## config.mk

```make
export PLATFORM = sky130hd
export DESIGN_NAME = pwm_capture
export DESIGN_NICKNAME = d
export VERILOG_FILES = /design/src/rtl/pwm_capture_pkg.sv /design/src/rtl/pwm_capture_div.sv /design/src/rtl/pwm_capture.sv
export SDC_FILE = /design/constraint.sdc
export NUM_CORES = 1
export LEC_CHECK = 0
export ABC_AREA = 1
export CELL_PAD_IN_SITES_DETAIL_PLACEMENT = 1
export CELL_PAD_IN_SITES_GLOBAL_PLACEMENT = 1
export CORE_MARGIN = 5
export CORE_UTILIZATION = 49
export DETAILED_ROUTE_END_ITERATION = 7
export GPL_TIMING_DRIVEN = 0
export PLACE_DENSITY = 0.88
export SKIP_LAST_GASP = 1
export SYNTH_ARGS = -nofsm -noshare
export SYNTH_HDL_FRONTEND = slang
export SYNTH_HIERARCHICAL = 1
export SYNTH_SLANG_ARGS = --single-unit
```

## constraint.sdc

```tcl
create_clock -name clk -period 6.16 [get_ports clk]
set_input_delay 0.924 -clock clk [delete_from_list [all_inputs] [get_ports clk]]
set_output_delay 0.924 -clock clk [all_outputs]
set_load 0.03 [all_outputs]
```

## src/rtl/pwm_capture_pkg.sv

```systemverilog
// Shared motor-control definitions: capture FSM encoding, duty width and the
// PWM register power-up duty value (also used by the PWM generator).
package pwm_capture_pkg;

  localparam int unsigned DUTY_W   = 8;
  localparam logic [7:0]  DUTY_RST = 8'h80;

  typedef enum logic [1:0] {
    ST_SYNC = 2'd0,
    ST_HIGH = 2'd1,
    ST_LOW  = 2'd2
  } cap_state_t;

endpackage

```

## src/rtl/pwm_capture_div.sv

```systemverilog
// Restoring divider for the duty ratio: quot = floor(num / den), 8 quotient
// bits, one per clk after a single load cycle. Saturates to all-ones when the
// integer part of num (its upper CNTW bits) is not below den.
// Ports: clk, resetn (async active-low), start (load pulse), abort (drop the
// division in flight), num {hightime,8'h00}, den period, busy, quot, done.
module pwm_capture_div
  import pwm_capture_pkg::*;
#(
  parameter int unsigned CNTW = 16
) (
  input  logic                     clk,
  input  logic                     resetn,
  input  logic                     start,
  input  logic                     abort,
  input  logic [CNTW+DUTY_W-1:0]   num,
  input  logic [CNTW-1:0]          den,
  output logic                     busy,
  output logic [DUTY_W-1:0]        quot,
  output logic                     done
);

  logic [CNTW-1:0]   rem;
  logic [CNTW-1:0]   dreg;
  logic [DUTY_W-1:0] lo;
  logic [DUTY_W-2:0] q;
  logic [3:0]        cnt;
  logic              sat;
  logic [CNTW:0]     trial_c;
  logic              ge_c;

  // Partial remainder shifted left with the next numerator bit.
  always_comb begin
    trial_c = {rem, lo[DUTY_W-1]};
    ge_c    = trial_c >= {1'b0, dreg};
  end

  always_ff @(posedge clk or negedge resetn) begin
    if (!resetn) begin
      rem  <= '0;
      dreg <= '0;
      lo   <= '0;
      q    <= '0;
      cnt  <= '0;
      sat  <= 1'b0;
      busy <= 1'b0;
      quot <= '0;
      done <= 1'b0;
    end else begin
      done <= 1'b0;
      if (abort) begin
        busy <= 1'b0;
        cnt  <= '0;
      end else if (start) begin
        rem  <= num[CNTW+DUTY_W-1:DUTY_W];
        lo   <= num[DUTY_W-1:0];
        dreg <= den;
        sat  <= num[CNTW+DUTY_W-1:DUTY_W] >= den;
        cnt  <= 4'(DUTY_W);
        busy <= 1'b1;
      end else if (busy) begin
        rem <= ge_c ? CNTW'(trial_c - {1'b0, dreg}) : trial_c[CNTW-1:0];
        lo  <= {lo[DUTY_W-2:0], 1'b0};
        q   <= {q[DUTY_W-3:0], ge_c};
        cnt <= cnt - 4'd1;
        if (cnt == 4'd1) begin
          busy <= 1'b0;
          done <= 1'b1;
          quot <= sat ? '1 : {q, ge_c};
        end
      end
    end
  end

endmodule

```

## src/rtl/pwm_capture.sv

```systemverilog
// PWM input capture: measures high time and period of pwmin in sampce ticks,
// derives an 8-bit duty ratio and flags stuck-high / stuck-low / overrun.
// Ports: clk, resetn (async active-low), sampce (sample enable), pwmin
// (async input), invertpwm, clrstat (clear sticky flags); outputs hightime,
// period, duty, dutyvalid (update pulse), stuckhi, stucklo, overrun.
module pwm_capture
  import pwm_capture_pkg::*;
#(
  parameter int unsigned CNTW = 16
) (
  input  logic              clk,
  input  logic              resetn,
  input  logic              sampce,
  input  logic              pwmin,
  input  logic              invertpwm,
  input  logic              clrstat,
  output logic [CNTW-1:0]   hightime,
  output logic [CNTW-1:0]   period,
  output logic [DUTY_W-1:0] duty,
  output logic              dutyvalid,
  output logic              stuckhi,
  output logic              stucklo,
  output logic              overrun
);

  localparam logic [CNTW-1:0] CNT_MAX = '1;

  cap_state_t        state;
  logic              s1, s2, v1, v2, prev, primed;
  logic [CNTW-1:0]   hcnt, pcnt, hlat, hpend, ppend;
  logic              pwms_c, samp_c, rise_c, fall_c;
  logic              tmo_c, tmo_hi_c, tmo_lo_c, pdone_c, start_c, ovr_c;
  logic              div_busy, div_done;
  logic [DUTY_W-1:0] div_quot;

  // Edge/timeout qualification; edges only count once the sync chain is primed.
  always_comb begin
    pwms_c   = s2 ^ invertpwm;
    samp_c   = sampce & primed;
    rise_c   = samp_c & pwms_c & ~prev;
    fall_c   = samp_c & ~pwms_c & prev;
    tmo_c    = samp_c & (state != ST_SYNC) & (pcnt == CNT_MAX);
    tmo_hi_c = tmo_c & (state == ST_HIGH);
    tmo_lo_c = tmo_c & (state == ST_LOW);
    pdone_c  = rise_c & (state == ST_LOW) & ~tmo_c;
    start_c  = pdone_c & ~div_busy;
    ovr_c    = pdone_c & div_busy;
  end

  // Two-flop synchronizer; v1/v2 mark when s2 holds real post-reset data so a
  // level already high at reset release is not mistaken for a rising edge.
  always_ff @(posedge clk or negedge resetn) begin
    if (!resetn) begin
      s1     <= 1'b0;
      s2     <= 1'b0;
      v1     <= 1'b0;
      v2     <= 1'b0;
      prev   <= 1'b0;
      primed <= 1'b0;
    end else begin
      s1 <= pwmin;
      s2 <= s1;
      v1 <= 1'b1;
      v2 <= v1;
      if (sampce) begin
        prev   <= pwms_c;
        primed <= primed | v2;
      end
    end
  end

  // Measurement FSM; timeout takes priority over any edge in the same sample.
  always_ff @(posedge clk or negedge resetn) begin
    if (!resetn) begin
      state <= ST_SYNC;
      hcnt  <= '0;
      pcnt  <= '0;
      hlat  <= '0;
    end else if (samp_c) begin
      case (state)
        ST_SYNC: begin
          if (rise_c) begin
            hcnt  <= CNTW'(1);
            pcnt  <= CNTW'(1);
            state <= ST_HIGH;
          end
        end
        ST_HIGH: begin
          if (tmo_c) begin
            state <= ST_SYNC;
          end else if (fall_c) begin
            hlat  <= hcnt;
            pcnt  <= pcnt + CNTW'(1);
            state <= ST_LOW;
          end else begin
            hcnt <= hcnt + CNTW'(1);
            pcnt <= pcnt + CNTW'(1);
          end
        end
        ST_LOW: begin
          if (tmo_c) begin
            state <= ST_SYNC;
          end else if (rise_c) begin
            hcnt  <= CNTW'(1);
            pcnt  <= CNTW'(1);
            state <= ST_HIGH;
          end else begin
            pcnt <= pcnt + CNTW'(1);
          end
        end
        default: state <= ST_SYNC;
      endcase
    end
  end

  // Snapshot of the measurement being divided, published together with duty.
  always_ff @(posedge clk or negedge resetn) begin
    if (!resetn) begin
      hpend <= '0;
      ppend <= '0;
    end else if (start_c) begin
      hpend <= hlat;
      ppend <= pcnt;
    end
  end

  pwm_capture_div #(.CNTW(CNTW)) u_div (
    .clk    (clk),
    .resetn (resetn),
    .start  (start_c),
    .abort  (tmo_c),
    .num    ({hlat, 8'h00}),
    .den    (pcnt),
    .busy   (div_busy),
    .quot   (div_quot),
    .done   (div_done)
  );

  // Result registers: timeout results override a division finishing together.
  always_ff @(posedge clk or negedge resetn) begin
    if (!resetn) begin
      hightime  <= '0;
      period    <= '0;
      duty      <= DUTY_RST;
      dutyvalid <= 1'b0;
    end else begin
      dutyvalid <= 1'b0;
      if (tmo_hi_c) begin
        hightime  <= CNT_MAX;
        period    <= CNT_MAX;
        duty      <= 8'hFF;
        dutyvalid <= 1'b1;
      end else if (tmo_lo_c) begin
        hightime  <= '0;
        period    <= CNT_MAX;
        duty      <= 8'h00;
        dutyvalid <= 1'b1;
      end else if (div_done) begin
        hightime  <= hpend;
        period    <= ppend;
        duty      <= div_quot;
        dutyvalid <= 1'b1;
      end
    end
  end

  // Sticky flags: a set in the clearing cycle wins.
  always_ff @(posedge clk or negedge resetn) begin
    if (!resetn) begin
      stuckhi <= 1'b0;
      stucklo <= 1'b0;
      overrun <= 1'b0;
    end else begin
      stuckhi <= (stuckhi & ~clrstat) | tmo_hi_c;
      stucklo <= (stucklo & ~clrstat) | tmo_lo_c;
      overrun <= (overrun & ~clrstat) | ovr_c;
    end
  end

endmodule

```

==> results of run 1 <==
## logic make-up (layout without fill, tap and decap cells)
family	after synthesis	count (layout)	share of synthesized area, %
DFF	194	194	45.1
other	2	9	0.0697
adders and majority gates	41	41	4.83
and+or+nand+nor	733	733	29.6
AOI/OAI and AO/OA	195	195	9.68
buffers and inverters	229	311	9.11
xor gates and xnor gates	19	19	1.62
## layout make-up
type                       instances  area, um2
timing repair buffer              50        523
tap                              280        350
buffer                            44        284
inverter                         185        697
clock inverter                    14        158
sequential                       194       4860
fill                            2730       9500
clock buffer                      18        429
multi-input combinational        997       4960
## metrics by stage
| step | total power (W) | instance area (um2) | setup WS, ps | instances | TNS (ps) |
|---|---|---|---|---|---|
| CTS | 0.00603 | 12300 | 2500 | 1782 | 0 |
| global placement | 0.00466 | 11600 | -3840 | 1749 | -739480 |
| detailed placement | 0.00483 | 11700 | 2100 | 1750 | 0 |
| global route | 0.00644 | 12300 | 2170 | 1782 | 0 |
| floorplan | 0.00389 | 10800 | 3370 | 1420 | 0 |
| finish | 0.00601 | 12300 | 2440 | 1782 | 0 |
## worst max-delay path, cell delays in order
cell and delay, ps:
clkdlybuf4s50_1 540, nand2_2 130, nor2_2 190, nand2_4 140, nor2_2 170, nand3_2 150, inv_2 190, buf_6 200
inv_1 100, clkbuf_1 260, nor2_1 410, clkbuf_1 440, o21ai_0 170
## worst max-delay path by stage
| stage | slack, ps | to | cells past startpoint |
|---|---|---|---|
| 2_1_floorplan | 3370 | u_div/dreg[1]$_DFFE_PN0P_ | 11 |
| 3_3_place_gp | -3840 | s1$_DFF_PN0_ | 1 |
| 3_5_place_dp | 2100 | u_div/rem[11]$_DFFE_PN0P_ | 15 |
| 4_1_cts | 2500 | u_div/rem[11]$_DFFE_PN0P_ | 15 |
| 5_1_grt | 2170 | u_div/dreg[2]$_DFFE_PN0P_ | 13 |
| 6_report | 2440 | u_div/dreg[2]$_DFFE_PN0P_ | 13 |
## flip-flops by register name, summed over array words and instances (netlist names), 2 cells and up
register,count
pcnt,16
u_div/quot,8
u_div/rem,16
duty,8
hlat,16
u_div/q,7
u_div/dreg,16
ppend,16
hcnt,16
hpend,16
hightime,16
state,2
period,16
u_div/lo,8
u_div/cnt,4
## layer usage
metal	vias up	track usage, %	routed length [um]
met5	-	0	13
met4	2	8.12	946
met3	83	4.51	1690
met2	282	46.3	16200
met1	4872	34.7	13800
li1	4587	-	-
## Yosys cell counts, types with 2 or more instances
master / count / share of area [%]
nand2_1: 451 / 16
dfrtp_1: 193 / 45
inv_1: 173 / 6.0
nor2_1: 124 / 4.3
o21ai_0: 111 / 5.2
nand3_1: 83 / 3.9
ha_1: 40 / 4.6
a21oi_1: 34 / 1.6
o21ai_1: 30 / 1.4
nand2_2: 16 / 0.93
xor2_1: 16 / 1.3
clkbuf_1: 15 / 0.52
nand3_2: 13 / 1.2
nand4_1: 12 / 0.70
buf_2: 10 / 0.46
nor3_1: 10 / 0.46
inv_2: 9 / 0.31
buf_4: 8 / 0.56
buf_6: 8 / 0.84
o211ai_1: 8 / 0.56
nand2_4: 7 / 0.73
nor2_2: 6 / 0.35
nor2_4: 6 / 0.63
o21ai_2: 5 / 0.41
a21oi_2: 3 / 0.24
buf_1: 2 / 0.070
clkinv_1: 2 / 0.070
conb_1: 2 / 0.070
o22ai_1: 2 / 0.12
xnor2_1: 2 / 0.16
## placed cells by master (no fill, tap or decap), types with 2 or more instances in the layout
master / n
nand2_1: 451
dfrtp_1: 193
inv_1: 173
nor2_1: 124
o21ai_0: 111
nand3_1: 83
clkdlybuf4s50_1: 48
ha_1: 40
a21oi_1: 34
o21ai_1: 30
clkbuf_16: 17
nand2_2: 16
clkbuf_1: 16
xor2_1: 16
nand3_2: 13
nand4_1: 12
buf_2: 10
nor3_1: 10
inv_2: 9
conb_1: 9
buf_6: 8
buf_4: 8
o211ai_1: 8
nand2_4: 7
nor2_4: 6
nor2_2: 6
o21ai_2: 5
inv_8: 5
inv_6: 3
clkinv_4: 3
a21oi_2: 3
o22ai_1: 2
clkinv_1: 2
xnor2_1: 2
clkinv_8: 2
buf_1: 2
## power by group through the flow
stage                     Combinational [W]  Clock [W]  Sequential [W]
after floorplan                     0.00174          0         0.00216
after global placement              0.00271          0         0.00195
after detailed placement            0.00285          0         0.00197
after CTS                           0.00292    0.00115         0.00196
after global routing                0.00323    0.00120         0.00201
final                               0.00292    0.00112         0.00197
==> flow_summary.toml, run 1 <==
[status]
status = "finished clean"

[synthesis]
synth_cells = 1413
synthArstFlopShare_pct = 100
synth_warnings = 6
seq_area_frac_synth_pct = 45.1
syn_area_per_cell_um2 = 7.62
synth_edf_count = 0
yosys_register_bits = 194
syn_area_mm2 = 0.0108
synth_ff_type = "dfrtp_1"
synth.distinct_cells = 42

[min_path]
min_path_type = "reg -> reg"
min_to = "s2$_DFF_PN0_"
worstHoldPathCells = 0
min_from = "s1$_DFF_PN0_"

[cts]
numCtsBuffers = 17
clkLatencyLatePin_ps = 450
cts_resized = 0
cts_max_path_buffers = 2
root_buffer = "clkbuf_16"
clock-sinks = 194
ctsHoldBuffers = 0
h-tree-depth = 4
postCtsSetupBuffers = 0
clk_pin_slew_ps = 80
cts_tree = "built"

[worst_setup_path]
arrival_ps = 4010
startpoint_type = "input port"
worstSetupStartpoint = "sampce"
r2r_end = "u_div/quot[0]$_DFFE_PN0P_"
rr_startpoint = "pcnt[1]$_DFFE_PN0P_"
required_ps = 6450
cp-end-kind = "flop"
reg2reg_slack_ps = 2630
path_class = "in -> reg"
r2r_cells = 19
crit_fanout = 14

[route]
wl_per_cell_um = 18.3
drt_iter0_drc = 580
post-route-drc-count = 0
wl_um = 32600
viasPerCell = 5.51
vias = 9826
drt.antenna.violating_nets = 0
drt_first_pass_iters = 5

[power]
seqPwrFrac_pct = 32.7
ir_worst_vdd_uv = 207
p_switching_w = 0.00275
sw_frac_of_total_pct = 45.7
cellLeakagePower_nw = 6.26
power.internal_w = 0.00326
power_density_mw_per_mm2 = 490
clkPwrFrac_pct = 18.7
pwr-share-comb_pct = 48.5

[placement]
dp_hpwl_um = 23500
portBuffers = 49
gp_congestion = 0.900

[timing]
worst_slew_pin_slew_ps = 774
finalClockSkew_ps = 16.7
fmaxAchievable_mhz = 269
hold-worst-slack_ps = 355
rsz0062_at_grt = "false"
slew_violations = 0
hold_violations = 0
fin_crit_sh_pct = 60.4
slew-limit-headroom_pct = 48.4
setup_viol = 0
fin_crit_ps = 3720

[cells_and_area]
num-nets-final = 1536
drive_gt1_share_pct = 8.85
area_growth_pct = 13.8
n_antenna_cell = 0
final_util_pct = 56.3

[grt]
grt_pass1_vias = 10200
groute.usage.overall_pct = 26.9
antenna_found_initial = 1
grt_max_degree = 100
grt-ovfl-total = 0
grt_pass1_wl_um = 53000

[die]
die-area_mm2 = 0.0250
initial_utilization_pct = 49.5
die_y_um = 158
die_w_um = 158
io_pins = 50
rows = 54
core_area_mm2 = 0.0218

[flow_run]
cap_violations = 0
(Power assumes the default switching activity.)
==> run 2, diff against run 1 <==
CORE_UTILIZATION = 46   (was 49)
PLACE_DENSITY = 0.83   (was 0.88)
clock period = 3.5 ns   (was 6.16 ns; I/O delays follow)
==> run 2 against run 1 <==
Total power grew 73%. Largest power group unchanged. Cell area grew 0.34%. Cell count grew 2.2%. Clock skew shrank 0.90 ps. Clock power grew 74%. Critical path depth grew 6. Die area grew 6.1%. Sequential power grew 75%. Non-clock buffer count is the same.
==> flow_summary.toml, run 2 (synthesized netlist as in run 1, its figures left out) <==
[status]
status = "finished clean"

[route]
wl_per_cell_um = 17.0
wl_um = 31000
vias = 9486
drt.antenna.violating_nets = 0
viasPerCell = 5.21
drt_first_pass_iters = 5
post-route-drc-count = 0
drt_iter0_drc = 530

[worst_setup_path]
cp-end-kind = "flop"
cpMaxStageDelayCell = "dfrtp_1"
path_cells = "ha_1, nand2_1, inv_2, nand3_4, inv_2, nand3_2, nand3_2, inv_2, buf_6, nor2_1, inv_2, nor2_4, inv_2, nor2_4, inv_2, nor2_4, nand3_1, o21ai_1, inv_1"
crit_fanout = 14
required_ps = 3830
worst-path-buf-inv = 8
reg2reg_slack_ps = 200
arrival_ps = 3630
cp_common_cell = "inv_2"
slowest_delay_ps = 450
cp_top_family = "simple AND/OR/NAND/NOR gates"
startpoint_type = "flop"
path_class = "reg -> reg"

[cells_and_area]
n_antenna_cell = 0
final_util_pct = 52.9
multi_input_area_mm2 = 0.00497
num-nets-final = 1536
area_growth_pct = 14.2
drive_gt1_share_pct = 9.12
final-seq-area_mm2 = 0.00486
fillers = 2980
design_area_mm2 = 0.0123
layout_commonest_cell = "nand2_1"
mostFrequentLayoutCells = "nand2_1, dfrtp_1, inv_1"

[die]
rows = 56
initial_utilization_pct = 46.3
core_area_mm2 = 0.0233
die_y_um = 163
die-area_mm2 = 0.0266
io_pins = 50
die_w_um = 163

[cts]
h-tree-depth = 4
clkLatencyLatePin_ps = 450
numCtsBuffers = 17
clock-sinks = 194
cts_max_path_buffers = 2
clk_pin_slew_ps = 90
root_buffer = "clkbuf_16"
cts_tree = "built"

[timing]
hold_violations = 0
rsz0062_at_grt = "false"
fin_crit_ps = 3300
slew-limit-headroom_pct = 52.6
slew_violations = 0
hold-worst-slack_ps = 57.5
setup_viol = 0
finalClockSkew_ps = 15.8
fmaxAchievable_mhz = 303
worst_slew_pin_slew_ps = 711
fin_crit_sh_pct = 94.2

[grt]
use_met1_pct = 31.9
grt_pass1_wl_um = 50700
grt_max_degree = 104
grt_pass1_vias = 9858
met3_usage_pct = 2.86
top_usage_layer = "met2"
grt_use_met2_pct = 41.5
grt-ovfl-total = 0
groute.usage.overall_pct = 23.8
antenna_found_initial = 0

[power]
p_total_w = 0.0104
power_density_mw_per_mm2 = 847
sw_frac_of_total_pct = 45.1
cellLeakagePower_nw = 6.24
pwr-share-comb_pct = 48.3
p_switching_w = 0.00470
clkPwrFrac_pct = 18.7
power.internal_w = 0.00571
ir_worst_vdd_uv = 359
seqPwrFrac_pct = 33.0

[placement]
dp_hpwl_um = 23200
portBuffers = 49
place_area_mm2 = 0.0117
gp_congestion = 0.870

[flow_run]
cap_violations = 0

[min_path]
min_path_type = "in -> async"
-- run 2: cell types whose count changed in the layout (fill, tap and decap cells not counted), sizes merged --
cell	before	now
clkinvlp	0	2
clkinv	7	5
-- run 2: what timing repair did --
| action | CTS | global route |
|---|---|---|
| buffers inserted | 0 | 0 |
| endpoints found under the setup margin | 0 | 28 |
| gates resized for setup | 0 | 6 |
| hold buffers | 0 | 0 |
-- run 2: worst register-to-register path: stages (launching register included) --
cell	delay, ps
dfrtp_1	450
ha_1	200
nand2_1	70
inv_2	140
nand3_4	120
inv_2	140
nand3_2	180
nand3_2	170
inv_2	100
buf_6	170
nor2_1	200
inv_2	70
nor2_4	150
inv_2	90
nor2_4	240
inv_2	100
nor2_4	240
nand3_1	180
o21ai_1	120
inv_1	50
-- run 2: final timing paths --
kind	start	to	depth (start not counted)
worst max register to register	pcnt[0]$_DFFE_PN0P_	u_div/quot[0]$_DFFE_PN0P_	19
worst max-delay path	pcnt[0]$_DFFE_PN0P_	u_div/quot[0]$_DFFE_PN0P_	19
worst min-delay path	resetn	u_div/lo[4]$_DFFE_PN0P_	1
max in group asynchronous	resetn	v2$_DFF_PN0_	2
worst min register to register	s1$_DFF_PN0_	s2$_DFF_PN0_	0
min in group clk	s1$_DFF_PN0_	s2$_DFF_PN0_	0
-- run 2: final cells by class --
cell class	count	area share, %
plain buffers	44	2.32
clock buffers	18	3.49
clock inverters	14	1.12
inverters	185	5.67
multi-input cells	997	40.4
flip-flops and latches	194	39.5
well taps	319	3.25
repair buffers	50	4.25
-- run 2: layer usage --
metal  up-vias  wire, um  share of wire, %
met5         -         0                 0
met4         0       489               1.6
met3        40       895               2.9
met2       155     15400                50
met1      4701     14200                46
li1       4590         -                 -
-- run 2: per-stage QoR --
step           TNS (ps)  cells  setup WS, ps
3_3_place_gp   -1177770   1788         -6100
5_1_grt               0   1821          23.7
3_5_place_dp      -2820   1789          -164
6_report              0   1821           204
4_1_cts               0   1821          44.2
2_1_floorplan         0   1420          1020
-- run 2: power by group through the flow --
stage	clock, W	sequential, W	combinational (W)
2_1_floorplan	0	0.00379	0.00305
3_3_place_gp	0	0.00343	0.00479
3_5_place_dp	0	0.00347	0.00499
4_1_cts	0.00198	0.00343	0.00506
5_1_grt	0.00207	0.00352	0.00561
6_report	0.00195	0.00344	0.00503
==> run 3, diff against run 2 <==
CTS_CLUSTER_SIZE = 8   (was not set)
PLACE_DENSITY = not set   (was 0.83)
PLACE_DENSITY_LB_ADDON = 0.1   (was not set)
SKIP_CTS_REPAIR_TIMING = 1   (was not set)
==> run 3 against run 2 <==
Clock skew grew 3.4 ps. Total power increased by 1.1%. Setup slack got worse by 58 ps. Sequential power about the same. Largest cell class unchanged.
==> flow_summary.toml, run 3 (synthesized netlist as in run 1, its figures left out) <==
[status]
status = "finished clean"

[worst_setup_path]
reg2reg_slack_ps = 150
slowest_delay_ps = 460
rr_startpoint = "pcnt[0]$_DFFE_PN0P_"
r2r_cells = 19
cpMaxStageDelayCell = "dfrtp_1"
worst-path-buf-inv = 8
worstSetupStartpoint = "pcnt[0]$_DFFE_PN0P_"
crit_fanout = 14
cp_top_family = "simple AND/OR/NAND/NOR gates"
required_ps = 3830
cp-end-kind = "flop"
crit_cells = 19
endpoint = "u_div/quot[0]$_DFFE_PN0P_"
startpoint_type = "flop"
r2r_end = "u_div/quot[0]$_DFFE_PN0P_"
path_class = "reg -> reg"
arrival_ps = 3690
path_cells = "ha_1, nand2_1, inv_1, nand3_4, inv_2, nand3_2, nand3_2, inv_2, buf_6, nor2_1, inv_2, nor2_4, inv_2, nor2_4, inv_2, nor2_4, nand3_1, o21ai_1, inv_1"
cp_common_cell = "inv_2"

[cts]
clock-sinks = 194
cts_max_path_buffers = 2
clk_pin_slew_ps = 80
root_buffer = "clkbuf_16"
cts_tree = "built"
clkLatencyLatePin_ps = 450
h-tree-depth = 4
numCtsBuffers = 17

[grt]
antenna_found_initial = 0
grt_max_degree = 113
grt_pass1_wl_um = 51700
groute.usage.overall_pct = 24.3
grt-ovfl-total = 0
grt_pass1_vias = 9938

[placement]
dp_hpwl_um = 23600
portBuffers = 49
gp_congestion = 0.884

[die]
die-area_mm2 = 0.0266
initial_utilization_pct = 46.3
rows = 56
core_area_mm2 = 0.0233
io_pins = 50
die_w_um = 163
die_y_um = 163

[timing]
finalClockSkew_ps = 19.2
setup_viol = 0
rsz0062_at_grt = "true"
fin_crit_ps = 3350
fin_crit_sh_pct = 95.8
slew_violations = 0
hold_violations = 0
fmaxAchievable_mhz = 298
slew-limit-headroom_pct = 40.6
worst_slew_pin_slew_ps = 892

[route]
vias = 9503
drt_first_pass_iters = 5
viasPerCell = 5.22
post-route-drc-count = 0
wl_per_cell_um = 17.1
wl_um = 31100
drt_iter0_drc = 601
drt.antenna.violating_nets = 0

[cells_and_area]
drive_gt1_share_pct = 9.05
area_growth_pct = 14.6
final_util_pct = 53.1
layout_commonest_cell = "nand2_1"
num-nets-final = 1536
mostFrequentLayoutCells = "nand2_1, dfrtp_1, inv_1"

[power]
ir_worst_vdd_uv = 370
power_density_mw_per_mm2 = 853
cellLeakagePower_nw = 6.27
p_total_w = 0.0105

[min_path]
min_path_type = "in -> async"

[flow_run]
cap_violations = 0
## run 3: cell count changes in the layout (fill, tap and decap cells not counted), sizes merged
cell,change
clkinvlp,-2
clkbuf,-1
diode,+1
clkinv,+3
## run 3: worst min path at each step
stage,startpoint,cells past startpoint,slack (ps),endpoint
floorplan,resetn,0,230,duty[0]$_DFFE_PN0P_
global placement,s1$_DFF_PN0_,0,340,s2$_DFF_PN0_
detailed placement,v1$_DFF_PN0_,0,350,v2$_DFF_PN0_
CTS,resetn,1,190,u_div/lo[3]$_DFFE_PN0P_
global route,resetn,1,190,u_div/lo[3]$_DFFE_PN0P_
finish,resetn,1,120,u_div/lo[3]$_DFFE_PN0P_
## run 3: layout make-up
type,count,area (um2)
Sequential cell,194,4860
Fill cell,2916,10900
Timing Repair Buffer,50,523
Clock inverter,15,195
Antenna cell,1,2.50
Tap cell,319,399
Buffer,44,285
Inverter,185,697
Clock buffer,17,425
Multi-Input combinational cell,997,4960
## run 3: stage by stage
| step | TNS, ps | instances | hold WS, ps | setup WS, ps | area [um2] |
|---|---|---|---|---|---|
| 2_1_floorplan | 0 | 1420 | 229 | 1020 | 10800 |
| 3_3_place_gp | -1250490 | 1788 | 339 | -6480 | 11700 |
| 3_5_place_dp | -1150 | 1789 | 348 | -104 | 11700 |
| 4_1_cts | 0 | 1821 | 186 | 17.2 | 12300 |
| 5_1_grt | -73.0 | 1821 | 193 | -68.2 | 12300 |
| 6_report | 0 | 1822 | 116 | 146 | 12300 |
## run 3: report_power, final
group	internal [W]	switching (W)	total, W
Combinational	0.00179	0.00328	0.00507
Sequential	0.00297	0.000451	0.00342
Clock	0.000990	0.00105	0.00204
## run 3: metal layers
metal,vias to the layer above,wire (um),GRT usage (%)
li1,4591,-,-
met1,4762,14400,33.1
met2,127,15600,41.6
met3,23,809,3.24
met4,0,329,5.60
met5,-,0,0
